==> config.mk <==
export PLATFORM = sky130hd
export DESIGN_NAME = addr_inc_sequencer
export DESIGN_NICKNAME = d
export VERILOG_FILES = /design/src/rtl/addr_inc_sequencer.sv
export SDC_FILE = /design/constraint.sdc
export NUM_CORES = 1
export LEC_CHECK = 0
export BUFFER_PORTS_ARGS = -buffer_cell sky130_fd_sc_hd__buf_2
export CAP_MARGIN = 20
export CORE_MARGIN = 3
export CORE_UTILIZATION = 50
export CTS_CLUSTER_SIZE = 30
export DETAILED_ROUTE_END_ITERATION = 12
export PLACE_DENSITY = 0.79
export SETUP_SLACK_MARGIN = 0.1
export SLEW_MARGIN = 20
export SYNTH_ARGS = -nofsm -noshare
export SYNTH_HDL_FRONTEND = slang
export SYNTH_SLANG_ARGS = --single-unit
==> constraint.sdc <==
create_clock -name clk -period 2.25 [get_ports clk]
set_clock_uncertainty 0.1 [all_clocks]
set_input_delay 0.3375 -clock clk [delete_from_list [all_inputs] [get_ports clk]]
set_output_delay 0.3375 -clock clk [all_outputs]
set_load 0.005 [all_outputs]
==> src/rtl/addr_inc_sequencer.sv <==
// Address-bus incrementer and its control sequencer for the PC/XY registers.
// Ports: clk, reset (sync, active-high), start/op request, addr_in bus readback;
//   addr_out/addr_drive (Inc register onto bus), sel_pc/sel_xy, load_pc/load_xy,
//   mem_rd, load_inst, busy, done. Optional carry output under `INC_CARRY_EN.
module addr_inc_sequencer #(
  parameter int N        = 16,
  parameter int MEM_WAIT = 2
) (
  input  logic         clk,
  input  logic         reset,
  input  logic         start,
  input  logic         op,
  input  logic [N-1:0] addr_in,
  output logic [N-1:0] addr_out,
  output logic         addr_drive,
  output logic         sel_pc,
  output logic         sel_xy,
  output logic         load_pc,
  output logic         load_xy,
  output logic         mem_rd,
  output logic         load_inst,
  output logic         busy,
  output logic         done
`ifdef INC_CARRY_EN
  ,
  output logic         carry
`endif
);

  typedef enum logic [2:0] {
    S_IDLE,
    S_SRC,
    S_MEM,
    S_WB,
    S_DONE
  } state_t;

  // MEM is entered with MEM_WAIT-1 and left when the counter reads 0,
  // so MEM lasts exactly MEM_WAIT cycles (MEM_WAIT must be 1..15).
  localparam logic [3:0] MW_M1 = 4'(MEM_WAIT - 1);

  state_t       state_q, state_d;
  logic         op_q, op_d;
  logic [N-1:0] inc_q, inc_d;
  logic [3:0]   cnt_q, cnt_d;

  always_ff @(posedge clk) begin
    if (reset) begin
      state_q <= S_IDLE;
      op_q    <= 1'b0;
      inc_q   <= '0;
      cnt_q   <= '0;
    end else begin
      state_q <= state_d;
      op_q    <= op_d;
      inc_q   <= inc_d;
      cnt_q   <= cnt_d;
    end
  end

  always_comb begin
    state_d = state_q;
    op_d    = op_q;
    inc_d   = inc_q;
    cnt_d   = cnt_q;
    unique case (state_q)
      S_IDLE: begin
        if (start) begin
          op_d    = op;
          state_d = S_SRC;
        end
      end
      S_SRC: begin
        // Wraps modulo 2^N with no special handling.
        inc_d = addr_in + N'(1);
        if (op_q) begin
          state_d = S_WB;
        end else begin
          state_d = S_MEM;
          cnt_d   = MW_M1;
        end
      end
      S_MEM: begin
        if (cnt_q == 4'd0) begin
          state_d = S_WB;
        end else begin
          cnt_d = cnt_q - 4'd1;
        end
      end
      S_WB:    state_d = S_DONE;
      S_DONE:  state_d = S_IDLE;
      default: state_d = S_IDLE;
    endcase
  end

  always_comb begin
    addr_out   = '0;
    addr_drive = 1'b0;
    sel_pc     = 1'b0;
    sel_xy     = 1'b0;
    load_pc    = 1'b0;
    load_xy    = 1'b0;
    mem_rd     = 1'b0;
    load_inst  = 1'b0;
    busy       = 1'b0;
    done       = 1'b0;
    unique case (state_q)
      S_IDLE: begin
      end
      S_SRC: begin
        busy   = 1'b1;
        sel_pc = ~op_q;
        sel_xy = op_q;
      end
      S_MEM: begin
        busy      = 1'b1;
        sel_pc    = 1'b1;
        mem_rd    = 1'b1;
        load_inst = 1'b1;
      end
      S_WB: begin
        busy       = 1'b1;
        addr_drive = 1'b1;
        addr_out   = inc_q;
        load_pc    = ~op_q;
        load_xy    = op_q;
      end
      S_DONE: begin
        busy = 1'b1;
        done = 1'b1;
      end
      default: begin
      end
    endcase
  end

`ifdef INC_CARRY_EN
  logic carry_q, carry_d;

  always_ff @(posedge clk) begin
    if (reset) carry_q <= 1'b0;
    else       carry_q <= carry_d;
  end

  // Captured only in SRC, held until the next SRC.
  always_comb begin
    carry_d = carry_q;
    if (state_q == S_SRC) carry_d = &addr_in;
  end

  assign carry = carry_q;
`endif

endmodule

==> key figures <==
Clock tree
  • Max Root-Sink Buffers: 2
  • Number of buffers created by CTS: 3
  • H-tree Lvls: 1
  • CTS Sinks: 24
  • CTS resizes: 2
  • CTS tree: yes
  • CTS Hold Bufs: 0
  • Root buffer selected by CTS: clkbuf_4
  • Clk pin slew, worst setup/hold paths: between 0.1 and 0.15 ns
  • Worst-Skew Late Latency: just over 0.3 ns
  • Post-CTS setup buffer count: 0

Critical path
  • Worst path max stage delay: between 0.5 and 0.6 ns
  • Largest fanout on the critical path: 4
  • WS Path Type: register to register
  • Critical Path RT: between 2 and 2.5 ns
  • Critical path cell sequence: inv_1 -> ha_1 -> or3b_1 -> and2_1 -> or4_1 -> a21oi_1
  • Slowest cell on crit path: or4_1
  • CP Launch Type: register
  • Crit path max-delay family: simple AND/OR/NAND/NOR gates
  • Crit. End Element: register
  • Buf/Inv on CP: 1
  • CP arrival: 2.22 ns

Route
  • Initial DRC Count: 50
  • Average wire per standard cell: ~12 um
  • Via count: approximately 1,300
  • Routed Antenna Nets: 0
  • Post-DR vias/cell: roughly 5.4
  • 1st-pass router iterations: 4
  • DRC Markers: 0
  • Final WL: roughly 3000 um

Synthesis
  • Post-synthesis mux area share: 0.00719
  • Post-synth top area share: 0.345
  • Post-Synth XOR/XNOR Area: 0.0944
  • Synth Area in Simple Gates: 0.342
  • Syn Area/Cell: a little over 8 um2
  • Cell taking the most area after synthesis: dfxtp_1
  • Synth warn: 0
  • Post-synth top flop: dfxtp_1
  • Cells after Synth: 172
  • EDFF count, synth: 0
  • Register area share after synthesis: 0.345
  • Synth Area in Compound Gates: 0.121
  • Synth async-reset ratio: 0
  • Synthesized-area fraction occupied by adder cells: 0.0270
  • Synth Cell Area: about 1400 um2
  • Largest family of logic cells by synthesized area: simple AND/OR/NAND/NOR gates
  • Largest cells by area after synthesis: dfxtp_1, and2_1, a211oi_1, xnor2_1, nor2_1
  • Synthesized flop and latch total: 24
  • Synthesized net count: 195
  • Synth cell types: 37

Place
  • HPWL after DPL: 2340 um
  • Dpl cells: 235
  • Final Wtd Congestion: 0.840
  • IO Port Bufs: 44

Global routing
  • First-pass GRT wire length: 4910 um
  • GRT Util Overall: 0.183
  • Global route overflow: 0
  • Initial antenna violation count: 0
  • Largest net degree at the start of global routing: 26
  • Number of global-route vias before repair: approximately 1,200

STA
  • Final min period: between 2 and 2.5 ns
  • Final setup fails: 0
  • Fin crit share: 0.921
  • Pins over their slew limit: 0
  • Final Hold Fails: 0
  • Max_slew headroom: 0.681
  • Peak Freq: 0.482 GHz
  • RSZ-0062 raised after global routing: no
  • Hold_ws: about 0.14 ns
  • Worst Max-Slew Pin Slew: ~0.48 ns
  • Setup TNS: 0 ns

Cells and area
  • Final net count: about 230
  • Share of layout cells above drive strength 1: 0.263
  • Most frequent cells in the layout: buf_2, dfxtp_1, nor2_1
  • Final Util: 0.636
  • Synthesis-to-finish area growth: 17.4%
  • # diodes: 0
  • Most common cell after layout, fill and taps aside: buf_2
  • Final cell count without fillers: around 240

Floorplan
  • DIE WIDTH: just under 60 um
  • Cell row count: 18
  • Die area: 3450 um2
  • Die Y: 58.8 um
  • Ports: 45
  • Core area: ~2600 um2
  • Initial Util: 0.542

Pwr
  • Power per cell area: ~700 nW/um2
  • Final Total Pwr: ~1.1 mW
  • Leak: around 0.7 nW
  • Worst IR Drop VDD: approximately 0.5 mV

Outcome
  • Status: finished clean

Flow run
  • Max-capacitance violation count: 0

Worst hold path
  • Worst Hold Class: input port to register
==> cells by family after synthesis <==
| group | count (synthesis) |
|---|---|
| XOR/XNOR | 15 |
| AND/OR/NAND/NOR | 87 |
| AO/OA/AOI/OAI | 24 |
| multiplexers | 1 |
| flip-flops | 24 |
| buffers and inverters | 18 |
| adder cells (fa/ha/maj) | 3 |
==> path summary, 6_finish.rpt <==
| check | from | to | slack (ns) | cells after the start |
|---|---|---|---|---|
| setup / recovery | cnt_q[0]$_SDFFE_PP0P_ | state_q[0]$_SDFFE_PP0P_ | 0.18 | 6 |
| hold / removal | addr_in[0] | inc_q[0]$_SDFFE_PP0N_ | 0.14 | 2 |
| setup reg to reg | cnt_q[0]$_SDFFE_PP0P_ | state_q[0]$_SDFFE_PP0P_ | 0.18 | 6 |
| hold reg to reg | inc_q[1]$_SDFFE_PP0N_ | inc_q[1]$_SDFFE_PP0N_ | 0.36 | 2 |
==> state kept, by name, indices dropped and copies added (netlist names) <==
signal   flops
cnt_q        4
state_q      3
inc_q       16
op_q         1
==> power by group <==
part	total (mW)	switching [mW]	internal, mW	leakage (nW)
clock network	0.227	0.128	0.0989	0.0210
registers	0.556	0.0554	0.500	0.197
logic	0.363	0.199	0.164	0.491
==> cell usage after synthesis, drive strengths merged (2+ instances only) <==
library cell  instances
dfxtp                24
nand3                 7
nor3                  8
or4                   2
nor2b                 2
a21oi                 5
inv                   5
ha                    3
clkbuf                6
buf                   6
nand4                 4
xor2                  4
nand2b                2
or3b                  2
and2                 20
nor4                  2
xnor2                11
nor2                 23
nand2                 8
a211oi               16
nor4b                 2
==> layer usage <==
metal,up-vias,global-route usage,share of wire
li1,665,-,-
met1,570,0.219,0.44
met2,38,0.317,0.48
met3,6,0.0219,0.052
met4,0,0.0971,0.018
met5,-,0,0
==> stage by stage <==
step / cell area [um2] / setup slack [ns]
after global placement: 1600 / 0.418
after floorplan: 1390 / 0.447
after detailed placement: 1600 / 0.263
after CTS: 1630 / 0.234
final: 1630 / 0.177
after global routing: 1630 / 0.125
==> final cells by class <==
cell class | count | area, um2
fillers | 244 | 933
multi-input cells | 130 | 825
flip-flops and latches | 24 | 480
repair buffers | 45 | 228
well taps | 30 | 37.5
clock buffers | 4 | 36.3
inverters | 6 | 27.5
No activity file was read; power rests on OpenSTA's default activity.
